### src/rtl/dbus_uart_tx.sv
// dbus_uart_tx: memory-mapped 8N1 UART transmitter with TX FIFO on the data-memory bus
module dbus_uart_tx #(
    parameter logic [31:0] BASE_ADDR   = 32'h1000_0000,
    parameter int          FIFO_DEPTH  = 8,
    parameter logic [15:0] DEFAULT_DIV = 16'd867
) (
    input  logic        clk,
    input  logic        rst,
    input  logic        d_wr_en,
    input  logic [31:0] dAddr,
    input  logic [31:0] dWdata,
    input  logic [1:0]  store_size,
    input  logic [1:0]  load_size,
    input  logic [2:0]  funct3,
    output logic [31:0] dRdata,
    output logic        hit,
    output logic        tx,
    output logic        irq
);
    localparam int AW = $clog2(FIFO_DEPTH);
    localparam int LW = AW + 1;

    typedef enum logic [1:0] {IDLE, START, DATA, STOP} state_t;

    state_t        state, state_n;
    logic [7:0]    mem [FIFO_DEPTH];
    logic [AW-1:0] wr_ptr, rd_ptr;
    logic [LW-1:0] level;
    logic          ovf, en, irq_en;
    logic [15:0]   bauddiv, baud_cnt, cnt_n;
    logic [2:0]    bitcnt, bitcnt_n;
    logic [7:0]    shift, shift_n;
    logic          tx_n, pop;
    logic [1:0]    sel;
    logic          wr, push, accept, drop, w1c, baud_wr, ctrl_wr;
    logic          empty, full, busy, sx;
    logic [31:0]   status_w, reg_val, ext_val;
    logic          unused;

    assign sel     = dAddr[3:2];
    assign hit     = dAddr[31:4] == BASE_ADDR[31:4];
    assign wr      = hit & d_wr_en;
    assign push    = wr & (sel == 2'd0);
    assign w1c     = wr & (sel == 2'd1) & dWdata[3];
    assign baud_wr = wr & (sel == 2'd2);
    assign ctrl_wr = wr & (sel == 2'd3);
    assign empty   = level == '0;
    assign full    = level == LW'(FIFO_DEPTH);
    assign busy    = state != IDLE;
    assign accept  = push & (~full | pop);
    assign drop    = push & full & ~pop;
    assign unused  = &{1'b0, dAddr[1:0], dWdata[31:16], funct3[1:0]};

    // FIFO storage; contents need no reset because the pointers are cleared
    always_ff @(posedge clk) begin
        if (accept) mem[wr_ptr] <= dWdata[7:0];
    end

    // FIFO pointers, level and sticky overflow (a new drop beats a W1C clear)
    always_ff @(posedge clk) begin
        if (rst) begin
            wr_ptr <= '0;
            rd_ptr <= '0;
            level  <= '0;
            ovf    <= 1'b0;
        end else begin
            if (accept) wr_ptr <= wr_ptr + AW'(1);
            if (pop) rd_ptr <= rd_ptr + AW'(1);
            level <= level + LW'(accept) - LW'(pop);
            ovf   <= drop | (ovf & ~w1c);
        end
    end

    // Control registers; byte stores reach only lane 0 of BAUDDIV
    always_ff @(posedge clk) begin
        if (rst) begin
            bauddiv <= DEFAULT_DIV;
            en      <= 1'b1;
            irq_en  <= 1'b0;
        end else begin
            if (baud_wr) bauddiv[7:0] <= dWdata[7:0];
            if (baud_wr && store_size != 2'b00) bauddiv[15:8] <= dWdata[15:8];
            if (ctrl_wr) {irq_en, en} <= dWdata[1:0];
        end
    end

    // Transmitter next-state: every bit, start and stop included, lasts bauddiv+1 cycles
    always_comb begin
        state_n  = state;
        pop      = 1'b0;
        tx_n     = tx;
        cnt_n    = baud_cnt == 16'd0 ? bauddiv : baud_cnt - 16'd1;
        bitcnt_n = bitcnt;
        shift_n  = shift;
        case (state)
            IDLE: begin
                cnt_n = baud_cnt;
                if (en && !empty) begin
                    pop     = 1'b1;
                    shift_n = mem[rd_ptr];
                    cnt_n   = bauddiv;
                    tx_n    = 1'b0;
                    state_n = START;
                end
            end
            START: begin
                if (baud_cnt == 16'd0) begin
                    tx_n     = shift[0];
                    bitcnt_n = 3'd0;
                    state_n  = DATA;
                end
            end
            DATA: begin
                if (baud_cnt == 16'd0) begin
                    tx_n     = bitcnt == 3'd7 ? 1'b1 : shift[1];
                    shift_n  = shift >> 1;
                    bitcnt_n = bitcnt + 3'd1;
                    state_n  = bitcnt == 3'd7 ? STOP : DATA;
                end
            end
            STOP: begin
                if (baud_cnt == 16'd0) state_n = IDLE;
            end
            default: state_n = IDLE;
        endcase
    end

    // Transmitter state, line driver and idle interrupt registers
    always_ff @(posedge clk) begin
        if (rst) begin
            state    <= IDLE;
            tx       <= 1'b1;
            irq      <= 1'b0;
            baud_cnt <= '0;
            bitcnt   <= '0;
            shift    <= '0;
        end else begin
            state    <= state_n;
            tx       <= tx_n;
            irq      <= irq_en & empty & ~busy;
            baud_cnt <= cnt_n;
            bitcnt   <= bitcnt_n;
            shift    <= shift_n;
        end
    end

    assign status_w = {21'b0, 7'(level), ovf, empty, full, busy};
    assign reg_val  = sel == 2'd0 ? 32'b0 :
                      sel == 2'd1 ? status_w :
                      sel == 2'd2 ? {16'b0, bauddiv} : {30'b0, irq_en, en};
    assign sx       = ~funct3[2];
    assign ext_val  = load_size == 2'b00 ? {{24{sx & reg_val[7]}}, reg_val[7:0]} :
                      load_size == 2'b01 ? {{16{sx & reg_val[15]}}, reg_val[15:0]} : reg_val;
    assign dRdata   = hit ? ext_val : 32'b0;
endmodule

### config.mk
export PLATFORM = sky130hd
export DESIGN_NAME = dbus_uart_tx
export DESIGN_NICKNAME = d
export VERILOG_FILES = /design/src/rtl/dbus_uart_tx.sv
export SDC_FILE = /design/constraint.sdc
export NUM_CORES = 1
export LEC_CHECK = 0
export BUFFER_PORTS_ARGS = -buffer_cell sky130_fd_sc_hd__buf_2
export CORE_ASPECT_RATIO = 1.75
export CORE_MARGIN = 1.5
export CORE_UTILIZATION = 30
export CTS_CLUSTER_SIZE = 25
export DETAILED_ROUTE_END_ITERATION = 8
export GPL_ROUTABILITY_DRIVEN = 1
export GPL_TIMING_DRIVEN = 0
export PLACE_DENSITY = 0.49
export SLEW_MARGIN = 0
export SYNTH_ARGS = -nofsm -noshare
export SYNTH_HDL_FRONTEND = slang
export SYNTH_SLANG_ARGS = --single-unit
### constraint.sdc
create_clock -name clk -period 5.18 [get_ports clk]
set_input_delay 1.554 -clock clk [delete_from_list [all_inputs] [get_ports clk]]
set_output_delay 1.554 -clock clk [all_outputs]
set_load 0.05 [all_outputs]
After elaboration in Yosys (flattened, before gate mapping):

Memories as Yosys holds them, arrays and structs flattened. A register that Yosys moved wholly into a read port is not among the register bits.
Index checks and enable logic that the tools add are counted.
Widths: inputs -> output; s select.

* $add $sub $neg: 6
* equality and inequality tests: 14
* mux-type cells: 32
* bitwise operators: 21
* reduce and logical (&&, ||, !) cells: 17

Operators with widths (number)
* $mux 16: 6
* $mux 32: 3
* $eq 28x25->1 const B: 1
* $logic_not 16->1: 1
* $mux 8: 2
* $pmux 8 s2: 1
* $sub 16x1->16 const B: 1
* $and 1x1->1: 14
* $mux 3: 4
* $add 3x1->3 const B: 3
* $mux 1: 9
* $eq 2x2->1 const B: 4
* $mux 2: 4
* $ne 2x2->1 const B: 4
* $pmux 2 s4: 1
* $reduce_and 4->1: 2
* $reduce_bool 2->1: 4
* $eq 2x1->1 const B: 3
* $logic_not 2->1: 3
* $pmux 3 s2: 1
* $reduce_and 3->1: 2
* $not 1->1: 5
* $add 4x1->4: 1
* $eq 4x4->1 const B: 1
* 8 further kinds: 10

* flip-flop bits (word level): 60
* bits in writable memories: 64
* output and inout bits: 35
* word-level logic and storage cells: 105
* memories: 1

Memories
* mem: words 8, width 8, read ports 1, clocked after memory_dff 1, write ports 1, line 26 `logic [7:0] mem [FIFO_DEPTH];`

Logic depth before layout (Yosys ltp):

* depth after elaboration: 9
* gate-level depth with buffers: 12
* depth with buffers taken out: 11

Worst setup path after synthesis:

No wires, ideal clock.

* path type: input port to output port
* start: input dAddr[14]
* end: output dRdata[17]
* data arrival time: 5.280 ns
* setup slack: -1.654 ns
* stages: 7
* path buffers: 1
* cell sequence: nor4_1 > and4_1 > nand2_1 > inv_1 > o21ai_1 > nor3_1 > buf_4

* cells in the longest elaborated chain, start to end: 2

Ends and longest elaborated chain
* start: declaration: line 10 `input logic [31:0] dAddr,`
* $eq 28x25->1: line 41 `assign hit = dAddr[31:4] == BASE_ADDR[31:4];`
* via hit: line 16 `output logic hit,`
* $mux 32: line 154 `assign dRdata = hit ? ext_val : 32'b0;`
* end: declaration: line 15 `output logic [31:0] dRdata,`

The timed path passes the listed nets, and every way through them passes these cells.

Worst setup path after layout:

* start: input dAddr[20]
* end: output dRdata[25]

* cells in the longest elaborated chain, start to end: 2

Ends and longest elaborated chain (line)
* $eq 28x25->1: 41
* $mux 32: 154

Every way passes these cells.

==> results.py <==
metrics = {
    "run_status": {
        "status": "completed",
    },
    "timing": {
        "finalSetupViolations": 0,
        "final.min_clock_period_ns": 4.92,
        "tightest_slew_ns": 1.29,
        "slew_headroom_pct": 13.4,
        "slew_viol_final": 0,
        "final_hold_viol_count": 0,
        "rsz0062_at_grt": "false",
        "fin_skew_ns": 0.0107,
        "min_period_over_period_pct": 94.9,
        "clock.fmax_mhz": 203,
    },
    "clock_tree": {
        "cts_made_buffers": 17,
        "cts_buffer_depth": 2,
        "cts_sinks": 127,
        "cts-htree-levels": 4,
        "cts_tree": "yes",
        "cts_hold_buf": 0,
        "cts.clk_slew.worst_paths_ns": 0.06,
        "root_buffer": "clkbuf_16",
        "clk_latency_ns": 0.42,
    },
    "global_route": {
        "antenna_found_initial": 0,
        "grt_max_degree": 17,
        "grt_first_pass_wirelength_um": 27200,
        "grt_pass1_vias": 5021,
        "grt_usage_pct": 17.1,
        "grt_overflow_total": 0,
    },
    "setup_path": {
        "cp_common_cell": "buf_2",
        "critPathKind": "input pin to output port",
        "rr_worst_depth": 8,
        "crit_path_top_delay_cell": "nor4_2",
        "cp-start-kind": "input pin",
        "crit_path_max_incr_delay_ns": 0.33,
        "crit_arrival_ns": 3.36,
        "critPathMaxFanout": 16,
        "worstSetupEndpointType": "output port",
        "cp.required_ns": 3.63,
        "path_cells": "buf_2 -> nor4_2 -> and3_4 -> nand2_4 -> clkinvlp_4 -> o21ai_4 -> nor3_4 -> buf_12 -> buf_6 -> buf_2",
    },
    "synth": {
        "ys_types": 70,
        "synthCells": 539,
        "synth_nets": 629,
        "synth_seq_cells": 127,
        "netlist_area_sq_mm": 0.00607,
        "synth-edff-count": 64,
        "synthArstFlopShare_pct": 0,
        "yosys_warnings": 0,
        "avgSynthCellArea_sq_um": 11.3,
        "synth_ff_type": "edfxtp_1",
        "ys_seq_area_share_pct": 52.4,
    },
    "drt": {
        "via_count": 4665,
        "drc_errors": 0,
        "drtPass1Iterations": 4,
        "wire_per_inst_um": 19.2,
        "final_antenna_net_count": 0,
        "wl_um": 17400,
        "drt_iter0_drc": 284,
        "avgViaCountPerCell": 5.16,
    },
    "floorplanning": {
        "die_w_um": 111,
        "io_pins": 109,
        "die_area_sq_mm": 0.0211,
        "initial_core_util_pct": 30.6,
        "core-area_sq_mm": 0.0198,
        "rows": 68,
        "die_h_um": 191,
    },
    "finish": {
        "area_growth_syn_to_layout_pct": 25.1,
        "mostFrequentLayoutCells": "buf_2, edfxtp_1, dfxtp_1",
        "layout-drive-gt1-share_pct": 29.9,
        "fin_util_pct": 38.3,
        "final_nets": 736,
        "layout.cells.non_filler": 904,
        "multiInputGateArea_sq_mm": 0.00270,
        "fillers": 1923,
        "seqCellArea_sq_mm": 0.00318,
        "final_common_cell": "buf_2",
        "diodes": 0,
    },
    "pwr": {
        "p_sw_w": 0.00132,
        "p_int_w": 0.00240,
        "leakage_nw": 2.84,
        "cellPowerDensity_mw_per_mm2": 490,
        "combPwrFrac_pct": 34.8,
        "power.share.sequential_pct": 34.4,
        "ir_drop_mv": 0.222,
        "swShare_pct": 35.4,
        "pwr-share-clk_pct": 30.8,
    },
    "run": {
        "max-cap-violations": 0,
    },
    "hold_path": {
        "worstHoldPathType": "flip-flop to flip-flop",
        "holdPathStages": 1,
    },
    "placed_design": {
        "io_buffer_count": 87,
        "gp_congestion": 0.850,
        "dp.final_hpwl_um": 13300,
        "dp_cells": 871,
    },
}
[layer usage]
metal	wire length [um]	up-vias	track usage, %
li1	-	2231	-
met1	6200	2272	16.1
met2	10100	141	34.7
met3	607	21	2.98
met4	485	0	8.43
met5	0	-	0
[worst max-delay path, delay by kind of cell]
| kind | cells | cell delay (ns) |
|---|---|---|
| AO/OA/AOI/OAI | 1 | 0.11 |
| AND/OR/NAND/NOR | 4 | 0.94 |
| buffers and inverters | 5 | 0.73 |
[synth_stat cells (all sizes together) (4+ instances only)]
master | number | area, sq um
edfxtp | 64 | 1920
a21oi | 35 | 175
o31ai | 5 | 37.5
nand4 | 5 | 43.8
nand3 | 9 | 55.1
dfxtp | 63 | 1260
nor3 | 19 | 111
a32o | 6 | 60.1
a22oi | 10 | 75.1
nor4 | 16 | 121
nor2 | 59 | 221
mux2i | 17 | 170
inv | 16 | 60.1
clkbuf | 11 | 42.5
or3 | 5 | 31.3
xnor2 | 4 | 35.0
and4 | 4 | 35.0
nor2b | 11 | 68.8
nand2b | 8 | 50.1
nand2 | 39 | 146
buf | 30 | 206
or2 | 4 | 25.0
a211o | 8 | 70.1
nor3b | 4 | 46.3
nor4b | 4 | 35.0
o21ai | 10 | 50.0
mux4 | 16 | 360
ha | 15 | 188
[flip-flops by register name, indices dropped and copies added (netlist names), 2 cells and up, named ones only]
name,cells
level,4
baud_cnt,16
state,2
bitcnt,3
shift,8
bauddiv,16
mem,64
wr_ptr,3
rd_ptr,3
[logic make-up (layout without fill, tap and decap cells)]
| group | after synthesis | in the layout | synth area share [%] |
|---|---|---|---|
| adder cells (fa/ha/maj) | 16 | 16 | 3.42 |
| AO/OA/AOI/OAI | 102 | 102 | 11.7 |
| AND/OR/NAND/NOR | 194 | 194 | 17.2 |
| flip-flops | 127 | 127 | 52.4 |
| multiplexers | 35 | 35 | 9.11 |
| buffers and inverters | 58 | 178 | 5.15 |
| XOR/XNOR | 7 | 7 | 1.01 |
[power by group through the flow]
stage	registers (W)	clock network (W)	logic [W]
6_report	0.00128	0.00114	0.00130
4_1_cts	0.00128	0.00117	0.00131
3_3_place_gp	0.00130	0	0.00128
2_1_floorplan	0.00128	0	0.000942
5_1_grt	0.00130	0.00121	0.00143
3_5_place_dp	0.00130	0	0.00131
[worst paths after layout]
path                                 from          to  slack [ns]
worst min-delay path             shift[6]    shift[6]        0.47
worst min register to register   shift[6]    shift[6]        0.47
worst max register to register   state[0]   mem[0][5]        1.69
worst max-delay path            dAddr[20]  dRdata[25]        0.26
[final cells by class]
type	instances	share of cell area [%]
timing repair buffer	88	6.00
inverter	17	0.890
multi-input combinational	354	35.6
sequential	127	41.9
tap	245	4.04
clock buffer	20	6.16
buffer	41	4.04
clock inverter	12	1.40
[what timing repair did]
action | in CTS | in global routing
buffers inserted | 1 | 0
gates resized for setup | 0 | 3
setup endpoints to repair | 16 | 15
pin swaps | 1 | 0
[through the flow]
| step | hold slack [ns] | area, sq um | TNS, ns | total power (W) | setup slack, ns |
|---|---|---|---|---|---|
| after floorplan | 0.423 | 6250 | -2.37 | 0.00222 | -0.158 |
| after global placement | 0.443 | 6990 | -5.68 | 0.00257 | -0.359 |
| after detailed placement | 0.456 | 7000 | -6.43 | 0.00261 | -0.410 |
| after CTS | 0.471 | 7590 | 0 | 0.00376 | 0.0234 |
| after global routing | 0.488 | 7590 | 0 | 0.00394 | 0.141 |
| final | 0.466 | 7590 | 0 | 0.00372 | 0.262 |
No activity file was read; power rests on OpenSTA's default activity.
